**config.mk**
```make
export PLATFORM = sky130hd
export DESIGN_NAME = dat_xfer_ctrl
export DESIGN_NICKNAME = d
export VERILOG_FILES = /design/src/rtl/dat_xfer_ctrl.sv
export SDC_FILE = /design/constraint.sdc
export NUM_CORES = 1
export LEC_CHECK = 0
export CORE_UTILIZATION = 47
export CTS_CLUSTER_SIZE = 14
export DETAILED_ROUTE_END_ITERATION = 10
export PLACE_DENSITY = 0.8
export REMOVE_ABC_BUFFERS = 1
export SETUP_SLACK_MARGIN = 0.4
export SLEW_MARGIN = 20
export SYNTH_ARGS = -nofsm -noshare
export SYNTH_HDL_FRONTEND = slang
export SYNTH_SLANG_ARGS = --single-unit
```
**constraint.sdc**
```tcl
create_clock -name sd_clk -period 2.6 [get_ports sd_clk]
set_clock_uncertainty 0.15 [all_clocks]
set_input_delay 0.52 -clock sd_clk [delete_from_list [all_inputs] [get_ports sd_clk]]
set_output_delay 0.52 -clock sd_clk [all_outputs]
set_load 0.05 [all_outputs]
```
**src/rtl/dat_xfer_ctrl.sv**
```systemverilog
// SD host DAT-path transfer sequencer: accepts start requests, latches transfer
// parameters, gates physical-layer flags from FIFO status and tracks timeouts/busy.
module dat_xfer_ctrl #(
  parameter int BLOCK_SZ_WIDTH  = 12,
  parameter int BLOCK_CNT_WIDTH = 16,
  parameter int TIMEOUT_WIDTH   = 16
) (
  input  logic                       sd_clk,
  input  logic                       rst,
  input  logic                       start_write,
  input  logic                       start_read,
  input  logic                       abort,
  input  logic                       err_clr,
  input  logic [BLOCK_SZ_WIDTH-1:0]  block_sz_in,
  input  logic [BLOCK_CNT_WIDTH-1:0] block_cnt_in,
  input  logic                       multiple_in,
  input  logic                       tx_fifo_empty,
  input  logic                       rx_fifo_full,
  input  logic                       tx_buf_rd_enb,
  input  logic                       rx_buf_wr_enb,
  input  logic                       card_busy,
  input  logic                       tf_finished,
  output logic                       write_flag,
  output logic                       read_flag,
  output logic [BLOCK_SZ_WIDTH-1:0]  block_sz,
  output logic [BLOCK_CNT_WIDTH-1:0] block_cnt,
  output logic                       multiple,
  output logic                       phys_rst,
  output logic                       xfer_active,
  output logic                       xfer_done,
  output logic [3:0]                 error_status
);

  typedef enum logic [2:0] {
    S_IDLE, S_WAIT_CARD, S_WRITE, S_WAIT_BUSY, S_READ, S_ABORT, S_DONE
  } state_t;

  state_t                     state_q, state_d;
  logic [TIMEOUT_WIDTH-1:0]   tmr_q, tmr_d;
  logic [3:0]                 err_q, err_d, err_set;
  logic [BLOCK_SZ_WIDTH-1:0]  block_sz_q;
  logic [BLOCK_CNT_WIDTH-1:0] block_cnt_q;
  logic                       multiple_q;

  logic timed_state, timeout, abort_hit, start_any, params_bad, progress;

  assign timed_state = (state_q == S_WAIT_CARD) || (state_q == S_WRITE) ||
                       (state_q == S_WAIT_BUSY) || (state_q == S_READ);
  assign timeout     = timed_state && (tmr_q == '1);
  assign abort_hit   = timed_state && abort;
  assign start_any   = (state_q == S_IDLE) && (start_write || start_read);
  assign params_bad  = (block_sz_in == '0) || (block_sz_in[1:0] != 2'b00) ||
                       (multiple_in && (block_cnt_in == '0));
  assign progress    = ((state_q == S_WRITE) && tx_buf_rd_enb) ||
                       ((state_q == S_READ) && rx_buf_wr_enb);

  always_comb begin
    state_d = state_q;
    err_set = 4'b0000;
    if (abort_hit) begin
      state_d    = S_ABORT;
      err_set[3] = 1'b1;
    end else begin
      case (state_q)
        S_IDLE: begin
          if (start_any) begin
            if (params_bad) begin
              state_d    = S_DONE;
              err_set[2] = 1'b1;
            end else begin
              state_d = start_write ? S_WAIT_CARD : S_READ;
            end
          end
        end
        S_WAIT_CARD: begin
          if (!card_busy) begin
            state_d = S_WRITE;
          end else if (timeout) begin
            state_d    = S_ABORT;
            err_set[1] = 1'b1;
          end
        end
        S_WRITE: begin
          if (tf_finished) begin
            state_d = S_WAIT_BUSY;
          end else if (timeout) begin
            state_d    = S_ABORT;
            err_set[0] = 1'b1;
          end
        end
        S_WAIT_BUSY: begin
          // The first two cycles are blind to card_busy so a late busy onset is not missed.
          if ((tmr_q >= TIMEOUT_WIDTH'(2)) && !card_busy) begin
            state_d = S_DONE;
          end else if (timeout) begin
            state_d    = S_ABORT;
            err_set[1] = 1'b1;
          end
        end
        S_READ: begin
          if (tf_finished) begin
            state_d = S_DONE;
          end else if (timeout) begin
            state_d    = S_ABORT;
            err_set[0] = 1'b1;
          end
        end
        S_ABORT: state_d = S_DONE;
        S_DONE:  state_d = S_IDLE;
        default: state_d = S_IDLE;
      endcase
    end
  end

  always_comb begin
    tmr_d = tmr_q;
    if ((state_d != state_q) || progress) begin
      tmr_d = '0;
    end else if (tmr_q != '1) begin
      tmr_d = tmr_q + TIMEOUT_WIDTH'(1);
    end
  end

  // A bit raised in the same cycle as err_clr survives the clear.
  assign err_d = (err_clr ? 4'b0000 : err_q) | err_set;

  always_ff @(posedge sd_clk) begin
    if (rst) begin
      state_q     <= S_IDLE;
      tmr_q       <= '0;
      err_q       <= 4'b0000;
      block_sz_q  <= '0;
      block_cnt_q <= '0;
      multiple_q  <= 1'b0;
    end else begin
      state_q <= state_d;
      tmr_q   <= tmr_d;
      err_q   <= err_d;
      if (start_any) begin
        block_sz_q  <= block_sz_in;
        block_cnt_q <= multiple_in ? block_cnt_in : BLOCK_CNT_WIDTH'(1);
        multiple_q  <= multiple_in;
      end
    end
  end

  assign write_flag   = (state_q == S_WRITE) && !tx_fifo_empty;
  assign read_flag    = (state_q == S_READ) && !rx_fifo_full;
  assign phys_rst     = (state_q == S_ABORT);
  assign xfer_done    = (state_q == S_DONE);
  assign xfer_active  = (state_q != S_IDLE);
  assign error_status = err_q;
  assign block_sz     = block_sz_q;
  assign block_cnt    = block_cnt_q;
  assign multiple     = multiple_q;

endmodule

```
==> flow_summary.toml, run 1 <==
[placed_design]
port-buffer-count = 78
globalplace.congestion = 0.857
hpwl_um = 5290
post_dp_cell_area_um2 = 3670

[die]
fp.dieW_um = 77.2
die_h_um = 77.2
floorplan.initialDensity_pct = 48.6
dieArea_um2 = 5960
pin_count = 79
rows = 27
core_um2 = 5470

[setup_path]
arrival_ps = 2630
cp_max_fo = 8
cp-start-kind = "input pin"
cp_num_buf_inv = 4
critPathSlowestCell = "nor3_1"
critical_path.top_delay_family = "simple AND/OR/NAND/NOR gates"
crit_type = "in2reg"
cp-end-kind = "flop"
path_cells = "clkdlybuf4s50_1 -> buf_4 -> nor3_1 -> o21ai_4 -> nand2_2 -> a32oi_4 -> buf_6 -> buf_12 -> nor4b_4"
critPathRequiredTime_ps = 2650
max_stage_delay_ps = 670

[synthesis]
synth_edf_count = 0
ys_seq_elements = 52
yosysSeqAreaShare_pct = 39.2
yosysWarnings = 0
synthCells = 333
synthArstFlopShare_pct = 0
synth_top_area_share_pct = 39.2
synth_top_flop_cell = "dfxtp_1"
synthesis.area_um2 = 2660
ys_types = 54
yosysTopAreaCell = "dfxtp_1"
syn_avg_cell_area_um2 = 7.98
ys_top_cells_by_area = "dfxtp_1, nand2_1, a21oi_1"

[clock_tree]
path_clk_slew_ps = 100
cts_made_buffers = 5
insertion_delay_ps = 300
h-tree-depth = 2
cts_root_buf = "clkbuf_8"
cts_tree = "done"
ctsHoldBuffers = 0
cts.sinks = 52
cts_buffer_depth = 2

[cells_and_area]
fin_util_pct = 74.0
layout.nets = 475
num-fill-cells = 418
design_area_um2 = 4050
drive_gt1_share_pct = 21.9
antenna_cells = 0
final_cell_mix = "nand2_1, clkdlybuf4s50_1, dfxtp_1"
area_growth_pct = 52.4

[pwr]
p_int_mw = 2.10
clock_power_share_pct = 12.7
vdd_drop_max_uv = 636
p_comb_share_pct = 61.8
power_leakage_nw = 1.56
finalPower_mw = 3.90
cellPowerDensity_nw_per_um2 = 962
power.switching_mw = 1.79
seq_power_share_pct = 25.4
sw_frac_of_total_pct = 46.0

[sta]
max-slew-margin-rel_pct = 44.4
slew_viol_final = 0
finalSetupViolCount = 0
hold_ws_ps = 305
layout_min_cycle_time_ps = 2580
hold_violations = 0
final.setup.tns_ps = 0
worst_pin_slew_ps = 828
rsz0062_at_grt = "true"
fmax_mhz = 388
finalCritPeriodShare_pct = 99.2

[global_route]
grt_start_max_net_pins = 37
grt_antenna_before_repair = 0
grt.total_usage_pct = 27.3
grt_pass1_vias = 2791
grt_overflow_total = 0
grt_pass1_wl_um = 12900

[routing]
first_pass_iters = 5
dr_total_vias = 2928
drc = 0
wl_per_cell_um = 16.3
dr_wl_met2_um = 4020
drt-met1-wl_um = 3250
antenna_left = 0
wl_met3_um = 727
drt_iter0_drc = 246
avgViaCountPerCell = 5.80
top_layer = "met4"
wl_um = 8230

[run_status]
outcome = "finished clean"

[job]
cap_viol_max_count = 0

[worst_hold_path]
hp-class = "reg2reg"
## power by group through the flow
| stage | Clock [mW] | Combinational, mW | Sequential (mW) |
|---|---|---|---|
| floorplan | 0 | 0.815 | 1.40 |
| detailed placement | 0 | 2.04 | 1.01 |
| global placement | 0 | 2.00 | 1.00 |
| global route | 0.530 | 2.55 | 1.01 |
| CTS | 0.496 | 2.29 | 0.991 |
| finish | 0.495 | 2.41 | 0.991 |
## worst register-to-register path, cell delays in order (launching register included)
cell and delay (ps):
dfxtp_2 350, inv_2 50, ha_4 150, or4_4 440
o41ai_4 280, buf_4 200, o21ai_4 80, nand2_2 110
a32oi_4 60, buf_6 140, buf_12 130, nor4b_4 270
## final cells by class
class | instances | area (um2) | share of cell area (%)
repair buffers | 114 | 1130 | 28.0
clock buffers | 6 | 82.6 | 2.04
well taps | 72 | 90.1 | 2.22
flip-flops and latches | 52 | 1050 | 25.8
multi-input cells | 253 | 1660 | 41.0
clock inverters | 2 | 13.8 | 0.340
inverters | 6 | 22.5 | 0.556
## worst paths after layout
check                                   from      endpoint  depth (start not counted)  slack [ps]
worst max-delay path             tf_finished     tmr_q[12]                          9          20
worst min-delay path            block_cnt[1]  block_cnt[1]                          2         300
worst max register to register      tmr_q[0]     tmr_q[12]                         11          80
worst min register to register  block_cnt[1]  block_cnt[1]                          2         300
## flip-flops by register name (all words and copies together) (netlist names)
name          flops
tmr_q            16
block_cnt        16
block_sz         12
multiple          1
state_q           3
error_status      4
## cells by family after synthesis
logic type                 after synthesis  synth area share, %
and+or+nand+nor                        167                 33.9
AOI/OAI and AO/OA                       72                 17.6
DFF                                     52                 39.2
buffers and inverters                   28                 4.52
xor gates and xnor gates                12                 3.96
adders and majority gates                2                0.941
## per-stage QoR
step | worst slack [ps] | std cells
final | 20.5 | 505
after global routing | -30.4 | 505
after CTS | 160 | 503
after detailed placement | -180 | 487
after global placement | -123 | 487
after floorplan | -1100 | 311
## Yosys cell counts, types with 2 or more instances
master and n:
xnor2_1 3, nand3_1 24, inv_1 6, or3_1 2, nand2_1 62, buf_2 3
nor2_1 14, o21ai_0 11, nand3b_1 3, nor3_1 13, dfxtp_1 52, or4_4 3
buf_1 2, nand2b_1 5, xor2_1 9, nor3_2 10, nor3b_1 2, nand4b_1 2
o211ai_1 2, nor4_1 9, nor4b_2 2, ha_1 2, a21oi_1 40, clkbuf_1 15
nand4_1 4, nor2b_1 5
## per-layer routing
| metal | up-vias | global-route usage (%) |
|---|---|---|
| li1 | 1380 | - |
| met1 | 1383 | 31.3 |
| met2 | 146 | 45.6 |
| met3 | 19 | 7.62 |
| met4 | 0 | 15.3 |
| met5 | - | 0 |
## repair_timing
| item | CTS | global route |
|---|---|---|
| buffers inserted | 6 | 2 |
| pin swaps | 8 | 9 |
| gates cloned | 2 | 0 |
| endpoints found under the setup margin | 19 | 24 |
| gates resized for setup | 40 | 20 |
No activity file was read; power rests on OpenSTA's default activity.
==> run 2, diff against run 1 <==
- SETUP_SLACK_MARGIN: 0.4 -> 0.05
==> run 2 against run 1 <==
Final cell count down 1.2%. Largest cell class unchanged. Highest routed layer unchanged. Sequential cell count unchanged. Core utilization down 4.5 points. Critical endpoint is now tmr_q[15]. Via count down 4.5%. Count of clock-buffer cells in the layout unchanged. Critical path type is now reg2reg. Combinational power down 15%.
==> flow_summary.toml, run 2 (synthesis results as in run 1) <==
[sta]
slew_viol_final = 0
rsz0062_at_grt = "true"
hold_ws_ps = 305
max-slew-margin-rel_pct = 63.9
fmax_mhz = 401
finalSetupViolCount = 0
layout_min_cycle_time_ps = 2490
hold_violations = 0
finalCritPeriodShare_pct = 95.9
worst_pin_slew_ps = 540
final.setup.tns_ps = 0

[clock_tree]
ctsHoldBuffers = 0
cts_made_buffers = 5
cts_tree = "done"
cts_buffer_depth = 2
insertion_delay_ps = 300
cts.sinks = 52
cts_root_buf = "clkbuf_8"
h-tree-depth = 2
path_clk_slew_ps = 100

[global_route]
grt_pass1_vias = 2589
grt_pass1_wl_um = 11900
grt_start_max_net_pins = 37
grt_antenna_before_repair = 0
grt.total_usage_pct = 25.0
grt_overflow_total = 0

[die]
dieArea_um2 = 5960
rows = 27
die_h_um = 77.2
core_um2 = 5470
pin_count = 79
fp.dieW_um = 77.2
floorplan.initialDensity_pct = 48.6

[routing]
dr_total_vias = 2797
first_pass_iters = 5
wl_per_cell_um = 14.6
drc = 0
wl_um = 7280
avgViaCountPerCell = 5.61
antenna_left = 0
drt_iter0_drc = 204

[job]
cap_viol_max_count = 0

[pwr]
vdd_drop_max_uv = 622
cellPowerDensity_nw_per_um2 = 928
power_leakage_nw = 1.42

[placed_design]
port-buffer-count = 78
hpwl_um = 5290
globalplace.congestion = 0.857

[cells_and_area]
final_cell_mix = "clkdlybuf4s50_1, nand2_1, dfxtp_1"
layout.nets = 469
layout_commonest_cell = "clkdlybuf4s50_1"
antenna_cells = 0
fin_util_pct = 69.5
drive_gt1_share_pct = 15.9
num-fill-cells = 471
area_growth_pct = 43.2

[setup_path]
critPathSlowestCell = "or4_1"
path_cells = "buf_4 -> or4_1 -> o41ai_4 -> buf_4 -> buf_4 -> nand3_1 -> o211ai_4 -> buf_12 -> nor3_1"
crit_top_cell = "buf_4"
arrival_ps = 2540
cp-start-kind = "flop"
cp_max_fo = 11
crit_type = "reg2reg"
critPathRequiredTime_ps = 2650
cp-end-kind = "flop"
max_stage_delay_ps = 620
cp-startpoint = "tmr_q[1]"
reg2reg_from = "tmr_q[1]"

[run_status]
outcome = "finished clean"

[worst_hold_path]
hold_start = "block_cnt[1]"
hp-class = "reg2reg"
-- run 2: cell count changes in the layout (fill, tap and decap cells not counted), sizes merged --
cell	delta
dlygate4sd2	-10
clkdlybuf4s50	+13
bufbuf	-1
buf	-6
dlymetal6s2s	-2
-- run 2: worst paths after layout --
path / endpoint / slack (ps) / depth (start not counted)
setup / recovery: tmr_q[15] / 110 / 9
hold / removal: block_cnt[1] / 310 / 2
setup reg to reg: tmr_q[15] / 110 / 9
hold reg to reg: block_cnt[1] / 310 / 2
-- run 2: metrics by stage --
stage	instances	area (um2)	setup WS, ps	total power [mW]
2_1_floorplan	311	2560	-1100	2.21
3_3_place_gp	487	3670	-123	3.01
3_5_place_dp	487	3670	-180	3.04
4_1_cts	497	3790	91.4	3.53
5_1_grt	499	3800	-3.99	3.72
6_report	499	3800	107	3.53
-- run 2: power breakdown --
group | leakage (nW) | internal [mW] | switching, mW | total (mW)
Combinational | 0.948 | 0.759 | 1.29 | 2.05
Clock | 0.0516 | 0.218 | 0.275 | 0.493
Sequential | 0.424 | 0.927 | 0.0618 | 0.989
Total | 1.42 | 1.90 | 1.63 | 3.53
-- run 2: final cells by class --
cell class	instances	area, um2	share of cell area (%)
inverter	6	22.5	0.592
sequential	52	1040	27.4
tap	72	90.1	2.37
timing repair buffer	108	1050	27.6
clock inverter	2	13.8	0.362
clock buffer	6	82.6	2.17
multi-input combinational	253	1510	39.6
-- run 2: critical path, delay by kind of cell, from the launching register on --
kind,cells,cell delay [ps]
buffers and inverters,4,620
flip-flops,1,330
AO/OA/AOI/OAI,2,490
AND/OR/NAND/NOR,3,790
-- run 2: layer usage --
metal | track usage, % | routed length, um | up-vias
li1 | - | - | 1372
met1 | 30.4 | 3100 | 1309
met2 | 40.4 | 3440 | 102
met3 | 7.74 | 580 | 14
met4 | 10.6 | 165 | 0
met5 | 0 | 0 | -
-- run 2: what timing repair did --
item,4_1_cts,5_1_grt
pin swaps,1,2
cloned,0,0
resized for setup,0,2
endpoints found under the hold margin,0,0
setup buffers,2,2
setup endpoints to repair,5,6
